File: src/rtl/uart_rx.sv
// ============================================================================
// Module      : uart_rx
// Description : 8N1 UART receiver with 2-flop input synchronizer, mid-bit
//               sampling, good-frame and frame-error strobes.
// Revision    : 1.0 - initial release
// ============================================================================
`default_nettype none

module uart_rx #(
    parameter int CLKS_PER_BIT = 16
) (
    input  logic       clk,
    input  logic       rst,
    input  logic       rx,
    output logic [7:0] rx_data,
    output logic       rx_valid,
    output logic       rx_busy,
    output logic       frame_err
);

    localparam int CW = $clog2(CLKS_PER_BIT);

    localparam logic [CW-1:0] c_CNT_MAX  = CW'(CLKS_PER_BIT - 1);
    localparam logic [CW-1:0] c_CNT_HALF = CW'(CLKS_PER_BIT / 2 - 1);

    localparam logic [1:0] c_IDLE  = 2'd0;
    localparam logic [1:0] c_START = 2'd1;
    localparam logic [1:0] c_DATA  = 2'd2;
    localparam logic [1:0] c_STOP  = 2'd3;

    logic [1:0]    r_state;
    logic [1:0]    w_state_nxt;
    logic          r_rx_meta;
    logic          r_rx_s;
    logic          r_rx_s_d;
    logic [CW-1:0] r_cnt;
    logic [2:0]    r_bit_idx;
    logic [7:0]    r_shift;
    logic [7:0]    r_rx_data;
    logic          r_rx_valid;
    logic          r_frame_err;

    logic w_fall;
    logic w_half;
    logic w_full;
    logic w_busy;
    logic w_data_sample;
    logic w_stop_sample;
    logic w_cnt_clr;
    logic w_idx_clr;

    assign w_fall = r_rx_s_d & ~r_rx_s;
    assign w_half = (r_cnt == c_CNT_HALF);
    assign w_full = (r_cnt == c_CNT_MAX);

    // Synchronizer idles high so reset release never looks like a start edge
    always_ff @(posedge clk) begin
        if (rst) begin
            r_rx_meta <= 1'b1;
            r_rx_s    <= 1'b1;
            r_rx_s_d  <= 1'b1;
        end else begin
            r_rx_meta <= rx;
            r_rx_s    <= r_rx_meta;
            r_rx_s_d  <= r_rx_s;
        end
    end

    always_ff @(posedge clk) begin
        if (rst) begin
            r_state <= c_IDLE;
        end else begin
            r_state <= w_state_nxt;
        end
    end

    always_comb begin
        w_state_nxt = r_state;
        case (r_state)
            c_IDLE:  if (w_fall) w_state_nxt = c_START;
            c_START: if (w_half) w_state_nxt = r_rx_s ? c_IDLE : c_DATA;
            c_DATA:  if (w_full && (r_bit_idx == 3'd7)) w_state_nxt = c_STOP;
            c_STOP:  if (w_full) w_state_nxt = c_IDLE;
            default: w_state_nxt = c_IDLE;
        endcase
    end

    always_comb begin
        w_busy        = (r_state != c_IDLE);
        w_data_sample = (r_state == c_DATA) && w_full;
        w_stop_sample = (r_state == c_STOP) && w_full;
        w_idx_clr     = (r_state == c_START) && w_half;
        w_cnt_clr     = ((r_state == c_IDLE) && w_fall) || w_idx_clr
                      || w_data_sample || w_stop_sample;
    end

    always_ff @(posedge clk) begin
        if (rst) begin
            r_cnt       <= '0;
            r_bit_idx   <= 3'd0;
            r_shift     <= 8'h00;
            r_rx_data   <= 8'h00;
            r_rx_valid  <= 1'b0;
            r_frame_err <= 1'b0;
        end else begin
            if (w_cnt_clr) begin
                r_cnt <= '0;
            end else if (w_busy) begin
                r_cnt <= r_cnt + 1'b1;
            end

            if (w_idx_clr) begin
                r_bit_idx <= 3'd0;
            end else if (w_data_sample) begin
                r_bit_idx <= r_bit_idx + 3'd1;
            end

            if (w_data_sample) begin
                r_shift[r_bit_idx] <= r_rx_s;
            end

            // Stop bit decides between committing the byte and flagging an error
            r_rx_valid  <= w_stop_sample & r_rx_s;
            r_frame_err <= w_stop_sample & ~r_rx_s;
            if (w_stop_sample && r_rx_s) begin
                r_rx_data <= r_shift;
            end
        end
    end

    assign rx_data   = r_rx_data;
    assign rx_valid  = r_rx_valid;
    assign frame_err = r_frame_err;
    assign rx_busy   = w_busy;

endmodule

`default_nettype wire

File: config.mk
export PLATFORM = sky130hd
export DESIGN_NAME = uart_rx
export DESIGN_NICKNAME = d
export VERILOG_FILES = /design/src/rtl/uart_rx.sv
export SDC_FILE = /design/constraint.sdc
export NUM_CORES = 1
export LEC_CHECK = 0
export ABC_AREA = 1
export CAP_MARGIN = 20
export CORE_AREA = 2 2 68 51
export CTS_CLUSTER_SIZE = 25
export DETAILED_ROUTE_END_ITERATION = 16
export DIE_AREA = 0 0 70 53
export MAX_ROUTING_LAYER = met4
export PLACE_DENSITY = 0.67
export SYNTH_ARGS = -nofsm -noshare
export SYNTH_HDL_FRONTEND = slang
export SYNTH_SLANG_ARGS = --single-unit
File: constraint.sdc
create_clock -name clk -period 1.6 [get_ports clk]
set_input_delay 0.4 -clock clk [delete_from_list [all_inputs] [get_ports clk]]
set_output_delay 0.4 -clock clk [all_outputs]
set_load 0.02 [all_outputs]
**Word level (Yosys, flattened, before mapping)**

Index checks and enable logic that the tools add are counted.

- Register bits: 30
- Bits of input ports: 3
- Output and inout bits: 11

- Add/subtract/negate cells: 2
- Order comparisons: 2
- Equality and inequality tests: 10
- Multiplexer cells: 9
- Bitwise logic cells: 4
- Reductions and logical operators: 15

Operators with widths:

| operator | number |
|---|---|
| $mux 2 | 5 |
| $bwmux 8 | 1 |
| $ne 2x2->1 const B | 4 |
| $pmux 2 s4 | 1 |
| $logic_and 1x1->1 | 7 |
| $add 4x1->4 const B | 1 |
| $eq 2x2->1 const B | 2 |
| $eq 4x3->1 const B | 1 |
| $eq 4x4->1 const B | 1 |
| $lt 3x4->1 const B | 1 |
| $reduce_and 4->1 | 1 |
| $reduce_or 2->1 | 2 |
| $add 3x1->3 const B | 1 |
| $and 1x1->1 | 3 |
| $demux 1 s3 | 1 |
| $eq 3x3->1 const B | 1 |
| $ge 3x1->1 const B | 1 |
| $logic_or 1x1->1 | 3 |
| $eq 2x1->1 const B | 1 |
| $logic_not 2->1 | 1 |
| $reduce_bool 2->1 | 1 |
| $mux 1 | 1 |
| $not 1->1 | 1 |

**Longest topological paths before layout**

- Word-level depth: 7
- Gate-level depth with buffers: 9
- Depth with buffers taken out: 9

**Least setup slack after synthesis**

OpenSTA, ideal clock, no wires.

- Kind: reg-to-reg
- Start point: reg r_cnt[0]
- End point: reg r_rx_data[0] (netlist: rx_data[0])
- Library setup time: 0.134 ns
- Arrival time: 1.122 ns
- Path slack: 0.344 ns
- Stages on the path, launching flop included: 7
- Path buffers: 0
- Clock period less this slack: 1.256 ns
- Cell sequence: dfxtp_1 > ha_1 > nand3_4 > nor2_4 > nand2_2 > nand2_1 > a21oi_1

- Cells in the longest elaborated chain, start to end: 3

Ends and longest elaborated chain:

| item | RTL line | text |
|---|---|---|
| from (decl) | 36 | `logic [CW-1:0] r_cnt;` |
| from (signal assigned) | 109 | `r_cnt <= r_cnt + 1'b1;` |
| $eq 4x4->1 | 54 | `assign w_full = (r_cnt == c_CNT_MAX);` |
| $logic_and 1x1->1 | 91 | `w_stop_sample = (r_state == c_STOP) && w_full;` |
| $logic_and 1x1->1 | 125 | `if (w_stop_sample && r_rx_s) begin` |
| to (signal assigned) | 126 | `r_rx_data <= r_shift;` |
| to (decl) | 39 | `logic [7:0] r_rx_data;` |

Every way passes these cells.
A chain may end at the register's enable or synchronous reset.

**Worst setup path in the final report**

- Start point: reg r_state[0]
- End point: out rx_busy

- Cells in the longest elaborated chain, start to end: 1

Ends and longest elaborated chain:

| item | RTL line | text |
|---|---|---|
| from (decl) | 31 | `logic [1:0] r_state;` |
| from (signal assigned) | 71 | `r_state <= c_IDLE;` |
| from (signal assigned) | 73 | `r_state <= w_state_nxt;` |
| $reduce_bool 2->1 | 89 | `w_busy = (r_state != c_IDLE);` |
| to (decl) | 17 | `output logic rx_busy,` |

Every way passes these cells.

==> flow_summary.toml <==
[sta]
layout_worst_path_cycle_share_pct = 94.8
slew_limit_fails = 0
slew_headroom_pct = 73.0
hold_viol = 0
fin_setup_tns_ns = 0
fin_hold_ws_ns = 0.416
max_freq_mhz = 659
rsz_0062_raised_after_global_routing = "no"
finalSetupViolCount = 0
timing.final.crit_period_ns = 1.52
slew_at_the_pin_closest_to_its_max_slew_limit_ns = 0.404
clock-skew-final_ns = 0.00645

[grt]
globalRoute.totalOverflow = 0
pin_count_of_the_biggest_net_entering_global_routing = 14
grt_first_pass_wirelength_um = 4550
antenna_found_initial = 0
first_global_vias = 1059
grt_use_total_pct = 16.6

[clock_network]
htreeDepth = 2
clk_latency_ns = 0.28
tritoncts = "built"
post_cts_hold_buffer_count = 0
tritoncts_num_sinks = 30
clock-root-buffer = "sky130_fd_sc_hd__clkbuf_8"
cts_buffers = 5
cts_buffer_depth = 2
register_clock_pin_slew_on_the_reported_worst_setup_and_hold_paths_ns = 0.06

[worst_setup_path]
worst_reg2reg_path_length_in_cells = 7
timing.critical_path.from_type = "flip-flop"
worstReg2RegEnd = "r_cnt[3]"
critPathBufInv = 2
series_of_cell_instances_along_the_critical_path = "inv_1 -> nand2_1 -> dlygate4sd2_1"
worst-path-max-fanout = 3
crit_path_top_delay_cell = "sky130_fd_sc_hd__dfxtp_1"
setup.worst_path.class = "reg -> out"
timing.critical_path.depth = 3
critical_register_to_register_path_startpoint = "r_cnt[0]"
crit_required_ns = 1.20
timing.critical_path.max_delay_family = "buffers and inverters"
max_stage_delay_ns = 0.34
ff2ff_setup_slack_ns = 0.20
crit_arrival_ns = 1.12
crit_path_end_kind = "primary output"

[synthesis]
synth_compound_area_share_pct = 8.46
fraction_of_synthesized_cell_area_in_xor_and_xnor_cells_pct = 1.97
postSynthCellCount = 177
synthesis.nets = 183
combinational_family_with_the_most_area_after_synthesis = "simple AND/OR/NAND/NOR gates"
syn_area_per_cell_um2 = 7.52
yosys.area_share.simple_pct = 34.0
yosys_warnings = 0
synth.ff_latch_count = 30
yosysUniqueCellTypes = 24
synth_seq_area_share_pct = 45.1
synth-adder-area-share_pct = 2.82
synth.cell_area_um2 = 1330
muxShareOfSynthArea_pct = 0.752

[cells_and_area]
most-common-layout-cells = "sky130_fd_sc_hd__nand2_1, sky130_fd_sc_hd__dfxtp_1, sky130_fd_sc_hd__nor2_1, sky130_fd_sc_hd__nand3_1, sky130_fd_sc_hd__a21oi_1"
mostFrequentLayoutCell = "sky130_fd_sc_hd__nand2_1"
drive_gt1_share_pct = 15.3
multi_input_comb_area_um2 = 639
fillCellCount = 289
final_net_count = 207
final_core_utilization_pct = 53.9
layout-area-overhead-vs-synth_pct = 22.2
insertedDiodeCount = 0
regArea_um2 = 601

[place]
gp_routability_congestion = 0.853
post-dp-hpwl_um = 2010
port_buffer_cells = 13

[power]
maximum_ir_drop_on_the_vdd_rail_uv = 584
cellPowerDensity_nw_per_um2 = 908
power.static_leakage_uw = 0.000708

[die]
design.core.area_um2 = 3020
design.die.area_um2 = 3710
fp-row-count = 17
initial_utilization_pct = 44.1
die_h_um = 53
fp.dieW_um = 70
design.portCount = 14

[routing]
vias = 1179
vias_per_cell = 4.91
number_of_drc_markers_in_iteration_0 = 47
drc_errors = 0
routed_wirelength_um = 2680
ant_nets = 0
dr.pass1.iters = 4
wire_per_inst_um = 11.2

[worst_hold_path]
hold_path_startpoint = "r_rx_meta"
min_delay_worst_endpoint = "r_rx_s"
whs_path_depth = 1
classification_of_the_worst_slack_hold_path = "reg -> reg"

[status]
outcome = "completed"

[flow_run]
timing.max_cap.violations = 0
## Yosys cell counts (all sizes together)
cell    count  area share (%)
nand2      48              14
dfxtp      30              45
nor2       28             9.0
nand3      22              10
a21oi      19             7.7
inv        12             3.4
buf         5             3.2
ha          3             2.8
o21ai       2            0.75
or2         2            0.94
xor2        2             1.3
clkbuf      1            0.28
mux2i       1            0.75
nor3        1            0.38
xnor2       1            0.66
## worst max path at each step
stage                    start      endpoint  slack (ns)
floorplan             r_cnt[0]    rx_data[0]        0.34
global placement    r_state[0]       rx_busy        0.12
detailed placement         rst      r_cnt[3]        0.08
CTS                   rx_valid      rx_valid        0.01
global route          r_cnt[0]  r_bit_idx[2]        0.02
finish              r_state[0]       rx_busy        0.08
## final cells by class
cell class | count | area share, %
timing repair buffer | 23 | 12.2
inverter | 12 | 2.77
tap | 38 | 2.92
multi-input combinational | 129 | 39.3
clock buffer | 6 | 5.08
sequential | 30 | 36.9
clock inverter | 2 | 0.769
## sequential cells by signal (all words and copies together) (netlist names), named ones only
| name | count |
|---|---|
| r_shift | 8 |
| rx_data | 8 |
| r_cnt | 4 |
| r_bit_idx | 3 |
| frame_err | 1 |
| r_rx_meta | 1 |
| r_rx_s | 1 |
| r_rx_s_d | 1 |
| r_state | 1 |
| rx_valid | 1 |
## repair_timing
item	4_1_cts	5_1_grt
gates resized for setup	9	2
endpoints found under the setup margin	9	9
setup buffers	0	4
pin swaps	0	1
## per-layer routing
metal,track usage (%),routed length [um]
met1,18.5,1310
met2,26.8,1200
met3,5.33,119
met4,9.62,53
met5,-,0
## power breakdown
group / switching [uW] / internal [uW]
combinational: 50.8 / 31.4
sequential: 7.39 / 757
clock: 285 / 345
## kinds of logic (layout without fill, tap and decap cells)
kind of cell	Yosys count	after routing
simple gates	101	101
flops	30	30
compound gates	21	21
buf+inv	18	43
fa+ha+maj	3	3
xor+xnor	3	3
mux	1	1
## per-stage QoR
stage / setup slack (ns) / power, uW / cell area, um2 / std cells
5_1_grt: 0.0246 / 1530 / 1630 / 240
6_report: 0.0827 / 1480 / 1630 / 240
2_1_floorplan: 0.344 / 836 / 1330 / 177
3_5_place_dp: 0.0827 / 865 / 1510 / 228
4_1_cts: 0.0115 / 1490 / 1590 / 236
3_3_place_gp: 0.120 / 860 / 1510 / 228
Power figures use the tool's default switching activity.
